`src/rtl/cpu_fetch_ifid.sv`:
```
// +--------------------------------------------------------------------------+
// | cpu_fetch_ifid: MIPS instruction fetch stage with IF/ID pipeline register|
// | Revision: 1.0                                                            |
// +--------------------------------------------------------------------------+
`default_nettype none

module cpu_fetch_ifid #(
    parameter logic [31:0] RESET_PC  = 32'h0000_0000,
    parameter logic [31:0] NOP_INSTR = 32'h0000_0000
) (
    input  logic        clk,
    input  logic        rst_n,
    output logic        imem_req,
    output logic [31:0] imem_addr,
    input  logic        imem_ack,
    input  logic [31:0] imem_rdata,
    input  logic        hazard_detected,
    input  logic        redirect_valid,
    input  logic [31:0] redirect_pc,
    output logic        ifid_valid,
    output logic [31:0] ifid_instr,
    output logic [5:0]  ifid_opcode,
    output logic [31:0] ifid_pc_plus4,
    output logic        fetch_busy
);

    localparam logic [1:0] c_st_start      = 2'd0;
    localparam logic [1:0] c_st_req        = 2'd1;
    localparam logic [1:0] c_st_held       = 2'd2;
    localparam logic [1:0] c_st_wait_drain = 2'd3;

    logic [1:0]  r_state;
    logic [1:0]  w_state_nxt;
    logic [31:0] r_pc;
    logic [31:0] r_drain_addr;
    logic [31:0] r_skid;
    logic        r_ifid_valid;
    logic [31:0] r_ifid_instr;
    logic [31:0] r_ifid_pc_plus4;

    logic [31:0] w_pc_nxt;
    logic [31:0] w_drain_addr_nxt;
    logic [31:0] w_skid_nxt;
    logic        w_ifid_valid_nxt;
    logic [31:0] w_ifid_instr_nxt;
    logic [31:0] w_ifid_pc_plus4_nxt;

    logic [31:0] w_pc_plus4;
    logic [31:0] w_redirect_target;

    assign w_pc_plus4        = r_pc + 32'd4;
    assign w_redirect_target = redirect_pc & 32'hFFFF_FFFC;

    always_ff @(posedge clk) begin
        if (!rst_n) begin
            r_state <= c_st_start;
        end else begin
            r_state <= w_state_nxt;
        end
    end

    always_comb begin
        w_state_nxt = r_state;
        case (r_state)
            c_st_start: w_state_nxt = c_st_req;
            c_st_req: begin
                if (redirect_valid) begin
                    w_state_nxt = imem_ack ? c_st_req : c_st_wait_drain;
                end else if (imem_ack && hazard_detected) begin
                    w_state_nxt = c_st_held;
                end
            end
            c_st_held: begin
                if (redirect_valid || !hazard_detected) begin
                    w_state_nxt = c_st_req;
                end
            end
            c_st_wait_drain: begin
                if (imem_ack) begin
                    w_state_nxt = c_st_req;
                end
            end
            default: w_state_nxt = c_st_start;
        endcase
    end

    // Datapath next values; the PC only advances when a word enters IF/ID.
    always_comb begin
        w_pc_nxt            = r_pc;
        w_drain_addr_nxt    = r_drain_addr;
        w_skid_nxt          = r_skid;
        w_ifid_valid_nxt    = r_ifid_valid;
        w_ifid_instr_nxt    = r_ifid_instr;
        w_ifid_pc_plus4_nxt = r_ifid_pc_plus4;
        case (r_state)
            c_st_start: begin
                if (redirect_valid) begin
                    w_pc_nxt = w_redirect_target;
                end
            end
            c_st_req: begin
                if (redirect_valid) begin
                    w_pc_nxt         = w_redirect_target;
                    w_ifid_valid_nxt = 1'b0;
                    w_ifid_instr_nxt = NOP_INSTR;
                    if (!imem_ack) begin
                        w_drain_addr_nxt = r_pc;
                    end
                end else if (imem_ack && !hazard_detected) begin
                    w_ifid_instr_nxt    = imem_rdata;
                    w_ifid_pc_plus4_nxt = w_pc_plus4;
                    w_ifid_valid_nxt    = 1'b1;
                    w_pc_nxt            = w_pc_plus4;
                end else if (imem_ack && hazard_detected) begin
                    w_skid_nxt = imem_rdata;
                end else if (!hazard_detected) begin
                    w_ifid_valid_nxt = 1'b0;
                    w_ifid_instr_nxt = NOP_INSTR;
                end
            end
            c_st_held: begin
                if (redirect_valid) begin
                    w_pc_nxt         = w_redirect_target;
                    w_ifid_valid_nxt = 1'b0;
                    w_ifid_instr_nxt = NOP_INSTR;
                end else if (!hazard_detected) begin
                    w_ifid_instr_nxt    = r_skid;
                    w_ifid_pc_plus4_nxt = w_pc_plus4;
                    w_ifid_valid_nxt    = 1'b1;
                    w_pc_nxt            = w_pc_plus4;
                end
            end
            c_st_wait_drain: begin
                // The drained word belongs to the old path and is discarded.
                if (redirect_valid) begin
                    w_pc_nxt = w_redirect_target;
                end
                w_ifid_valid_nxt = 1'b0;
                w_ifid_instr_nxt = NOP_INSTR;
            end
            default: begin
                w_pc_nxt = r_pc;
            end
        endcase
    end

    always_ff @(posedge clk) begin
        if (!rst_n) begin
            r_pc            <= RESET_PC;
            r_drain_addr    <= 32'd0;
            r_skid          <= 32'd0;
            r_ifid_valid    <= 1'b0;
            r_ifid_instr    <= NOP_INSTR;
            r_ifid_pc_plus4 <= 32'd0;
        end else begin
            r_pc            <= w_pc_nxt;
            r_drain_addr    <= w_drain_addr_nxt;
            r_skid          <= w_skid_nxt;
            r_ifid_valid    <= w_ifid_valid_nxt;
            r_ifid_instr    <= w_ifid_instr_nxt;
            r_ifid_pc_plus4 <= w_ifid_pc_plus4_nxt;
        end
    end

    always_comb begin
        imem_req   = 1'b0;
        imem_addr  = r_pc;
        fetch_busy = 1'b0;
        case (r_state)
            c_st_req: begin
                imem_req = 1'b1;
            end
            c_st_held: begin
                fetch_busy = 1'b1;
            end
            c_st_wait_drain: begin
                imem_req   = 1'b1;
                imem_addr  = r_drain_addr;
                fetch_busy = 1'b1;
            end
            default: begin
                imem_req = 1'b0;
            end
        endcase
    end

    assign ifid_valid    = r_ifid_valid;
    assign ifid_instr    = r_ifid_instr;
    assign ifid_opcode   = r_ifid_instr[31:26];
    assign ifid_pc_plus4 = r_ifid_pc_plus4;

endmodule

`default_nettype wire

```
`config.mk`:
```
export PLATFORM = sky130hd
export DESIGN_NAME = cpu_fetch_ifid
export DESIGN_NICKNAME = d
export VERILOG_FILES = /design/src/rtl/cpu_fetch_ifid.sv
export SDC_FILE = /design/constraint.sdc
export NUM_CORES = 1
export LEC_CHECK = 0
export ABC_AREA = 1
export CORE_ASPECT_RATIO = 1.25
export CORE_MARGIN = 10
export CORE_UTILIZATION = 29
export CTS_BUF_LIST = sky130_fd_sc_hd__clkbuf_8
export DETAILED_ROUTE_END_ITERATION = 10
export GPL_ROUTABILITY_DRIVEN = 0
export PLACE_DENSITY = 0.64
export SYNTH_ARGS = -nofsm -noshare
export SYNTH_HDL_FRONTEND = slang
export SYNTH_SLANG_ARGS = --single-unit
```
`constraint.sdc`:
```
create_clock -name clk -period 2.25 [get_ports clk]
set_input_delay 0.675 -clock clk [delete_from_list [all_inputs] [get_ports clk]]
set_output_delay 0.675 -clock clk [all_outputs]
set_load 0.02 [all_outputs]
```
Word-level counts from Yosys, hierarchy flattened
Index checks and enable logic that the tools add are counted.
{ "word_totals": {"ff_bits": 163, "latchBits": 0, "mem_bits_rw": 0, "rom_bits": 0, "input_bits": 69, "n_memories": 0} }
{ "op_classes": {"addsub": 1, "mul": 0, "n_div": 0, "n_lt_le_gt_ge": 0, "eq_ne": 15, "n_shift": 0, "n_mux": 32, "bitwise": 3, "n_reduce_logical": 16} }
{ "ops": {"columns": ["operator", "count"], "rows": [
  ["$mux W32", 14],
  ["$pmux W32 S3", 2],
  ["$pmux W32 S2", 1],
  ["$add A32 B3 Y32 const B", 1],
  ["$ne A2 B2 Y1 const B", 6],
  ["$mux W2", 5],
  ["$ne A3 B3 Y1 const B", 3],
  ["$reduce_and A3 Y1", 3],
  ["$mux W1", 8],
  ["$ne A4 B4 Y1 const B", 2],
  ["$pmux W2 S4", 1],
  ["$reduce_and A4 Y1", 2],
  ["$reduce_or A2 Y1", 3],
  ["$reduce_and A5 Y1", 1],
  ["$eq A2 B2 Y1 const B", 2],
  ["$not A1 Y1", 3],
  ["$pmux W1 S3", 1],
  ["$reduce_bool A3 Y1", 1],
  ["$eq A2 B1 Y1 const B", 1],
  ["$logic_and A1 B1 Y1", 2],
  ["$logic_not A2 Y1", 1],
  ["$ne A2 B1 Y1 const B", 1],
  ["$reduce_bool A2 Y1", 1],
  ["$logic_not A1 Y1", 1],
  ["$logic_or A1 B1 Y1", 1]
]} }

Logic depth before layout (Yosys ltp)
{ "depth": {"ltp_word": 5, "ltp_mapped": 11} }

Least setup slack after synthesis
No wires, ideal clock.
{ "synth_timing": {"path_kind": "register -> output", "startpoint": "reg r_state[0]", "endpoint": "out imem_addr[10]", "arrival_time_ns": 1.317, "required_ns": 1.575, "path_slack_ns": 0.258, "path_stages_with_launch": 5, "cell_sequence": "dfxtp_1 ha_1 buf_2 clkbuf_1 o21ai_0"} }
{ "synth_between": {"elab_chain_len": 2} }
{ "synth_rtl": {"columns": ["element", "line", "source"], "rows": [
  ["start: declaration", "32", "logic [1:0] r_state;"],
  ["start signal: assignment", "56", "r_state <= c_st_start;"],
  ["start signal: assignment", "58", "r_state <= w_state_nxt;"],
  ["$eq A2 B2 Y1", "169", "case (r_state)"],
  ["$mux W32", "169", null],
  ["end: declaration", "14", "output logic [31:0] imem_addr,"]
]} }
Every way passes these cells.

Worst setup path after layout
{ "layout_timing": {"startpoint": "reg r_state[1]", "endpoint": "out imem_addr[24]"} }
Same word-level chain as after synthesis.

==> impl_metrics.csv <==
group,metric,value,unit
status,status,"finished, violations left",
status,violations,"negative setup slack",
floorplanning,initial_core_util,0.295,
synth,synth_seq_cells,157,
synth,async_flop_share,0,
route,ant_nets,0,
grt,grt_pass1_vias,7396,
floorplanning,ios,174,
critical_path,endpoint_kind,"output port",
floorplanning,row_count,64,
sta,tns,-20.8,ps
sta,fmax,442,MHz
sta,rsz0062_at_grt,"yes",
power_and_ir_drop,internal-power,5.01,mW
critical_path,required,1570,ps
sta,final.period_utilization,1.01,
cells_and_area,drive_above_1_share,0.159,
grt,track_usage,0.154,
placed_design,dp_hpwl,17900,um
synth,avgSynthCellArea,7.16,um2
power_and_ir_drop,p_per_area,754,nW/um2
sta,clock_skew,18.2,ps
cells_and_area,final_cell_mix,"dfxtp_1, nand2_1, clkdlybuf4s50_1, nor2_1, a21oi_1",
power_and_ir_drop,power_frac_clock,0.272,
power_and_ir_drop,switching_share,0.349,
grt,globalRouteOverflowTotal,0,
cts,htreeDepth,4,
critical_path,cpPeakStageDelay,340,ps
synth,synth_cell_type_count,29,
route,vias,7253,
cts,cts_sinks,157,
cts,cts_buffers,17,
grt,antenna_found_initial,0,
critical_path,arrival,1590,ps
route,wl_per_cell,16.0,um
critical_path,path_delay_family,"buffers and inverters",
cells_and_area,utilization,0.417,
sta,finalSetupViolCount,2,
cells_and_area,final_cell_area,10200,um2
cts,clock_latency,460,ps
sta,whs,472,ps
cells_and_area,final_common_cell,"dfxtp_1",
placed_design,port_buffers,167,
sta,maxSlewViolCount,0,
sta,setup_slack,-14.4,ps
flow_run,maxCapViolations,0,
cells_and_area,syn2layout_area_growth,41.4,%
placed_design,place_area,9610,um2
power_and_ir_drop,switchingPower,2.69,mW
cells_and_area,fin_nets,1261,
critical_path,worst-path-buf-inv,3,
cts,clock_path_buffers,2,
floorplanning,dieArea,31700,um2
route,drt_first_pass_iters,5,
grt,grt_pass1_wl,40000,um
critical_path,critPathKind,"flip-flop to output port",
placed_design,dp.cells,1496,
critical_path,critPathMaxFanout,7,
cts,ctsHoldBuffers,0,
power_and_ir_drop,combinationalPowerShare,0.305,
cells_and_area,fin_cells,1530,
sta,hold_violations,0,
cts,ctsRootBufferMaster,"clkbuf_8",
critical_path,worst_path_most_repeated_cell,"buf_6",
synth,ys_seq_area_frac,0.435,
synth,syn-cell-area,7220,um2
worst_hold_path,hold_path.class,"flip-flop to flip-flop",
synth,yosysWarnings,0,
route,drc,0,
route,drtIter0Drc,378,
sta,finalCriticalPeriod,2260,ps
power_and_ir_drop,sequentialPowerShare,0.423,
placed_design,post-place-ws,-229,ps
route,wirelength,24500,um
cells_and_area,diodes,0,
synth,synth_ff_type,"dfxtp_1",
power_and_ir_drop,power,7.70,mW
route,vias_per_cell,4.74,
power_and_ir_drop,irDropWorstVdd,0.387,mV
power_and_ir_drop,p_leak,4.18,nW
cts,cts.clk_slew.worst_paths,80,ps
critical_path,crit_chain,"ha_4, buf_6, buf_6, o21ai_2, buf_6",
floorplanning,core,24500,um2
synth,netlist_instances,1008,
synth,synth_edf_count,0,
critical_path,start_kind,"flip-flop",
grt,grt_max_degree,67,
floorplanning,die_height,196,um
cts,cts_tree,"yes",
floorplanning,die_x,161,um
critical_path,slowest_stage,"dfxtp_2",
[Yosys cell counts (2+ instances only)]
library cell  number  area [um2]
nand2_1          174         653
dfxtp_1          157        3140
o21ai_0          134         671
nor2_1           128         480
a21oi_1          119         596
inv_1             58         218
o21ai_1           42         210
clkbuf_1          40         150
a22oi_1           32         240
buf_2             19        95.1
nand3_1           19        95.1
buf_4             15         113
o21a_1            15         113
xor2_1            15         131
nor2_2             8        50.1
a21o_1             5        37.5
ha_1               5        62.6
inv_2              5        18.8
and2_1             3        18.8
nand2_2            3        18.8
nor2_4             3        33.8
a31oi_1            2        12.5
[timing repair]
| item | CTS | global route |
|---|---|---|
| cloned | 2 | 0 |
| pin swaps | 10 | 4 |
| buffers inserted | 1 | 0 |
| endpoints found under the setup margin | 32 | 31 |
| resized for setup | 205 | 37 |
[registers in the layout (all words and copies together), names as in the netlist]
signal and cells:
r_pc 30, r_drain_addr 30, ifid_pc_plus4 30, ifid_valid 1, r_state 2, r_skid 32
ifid_instr 32
[cell families (layout without fill, tap and decap cells)]
kind of cell	count (synthesis)	after routing	synth area share
AND/OR/NAND/NOR	342	342	0.193
flip-flops	157	157	0.435
XOR/XNOR	15	15	0.0182
other	1	4	0.000519
adder cells (fa/ha/maj)	5	5	0.00866
AO/OA/AOI/OAI	349	349	0.260
buffers and inverters	139	328	0.0844
[power by group through the flow]
stage	Clock [mW]	Combinational [mW]	Sequential, mW
after floorplan	0	0.980	3.45
after global placement	0	2.27	3.30
after detailed placement	0	2.28	3.30
after CTS	2.16	2.35	3.24
after global routing	2.28	2.57	3.29
final	2.09	2.35	3.26
[worst paths after layout]
check / startpoint / endpoint / slack (ps) / depth (start not counted)
setup / recovery: r_state[1] / imem_addr[24] / -10 / 5
hold reg to reg: ifid_pc_plus4[5] / ifid_pc_plus4[5] / 470 / 2
setup reg to reg: r_pc[3] / r_pc[12] / 200 / 8
hold / removal: ifid_pc_plus4[5] / ifid_pc_plus4[5] / 470 / 2
[worst register-to-register path, delay by kind of cell, from the launching register on]
family	cells	cell delay, ps
XOR/XNOR	1	280
adder cells (fa/ha/maj)	1	240
flip-flops	1	490
AO/OA/AOI/OAI	1	230
AND/OR/NAND/NOR	5	720
[layout make-up]
| class | instances | area [um2] |
|---|---|---|
| clock buffers | 18 | 248 |
| clock inverters | 14 | 134 |
| fillers | 2557 | 14300 |
| inverters | 63 | 244 |
| multi-input cells | 715 | 3660 |
| flip-flops and latches | 157 | 3150 |
| well taps | 330 | 413 |
| repair buffers | 233 | 2370 |
[routing by layer]
metal	up-vias	global-route usage	share of wire
met2	203	0.261	0.49
met1	3336	0.184	0.43
met4	0	0.0408	0.016
li1	3685	-	-
met3	29	0.0509	0.071
met5	-	0	0
No activity file was read; power rests on OpenSTA's default activity.
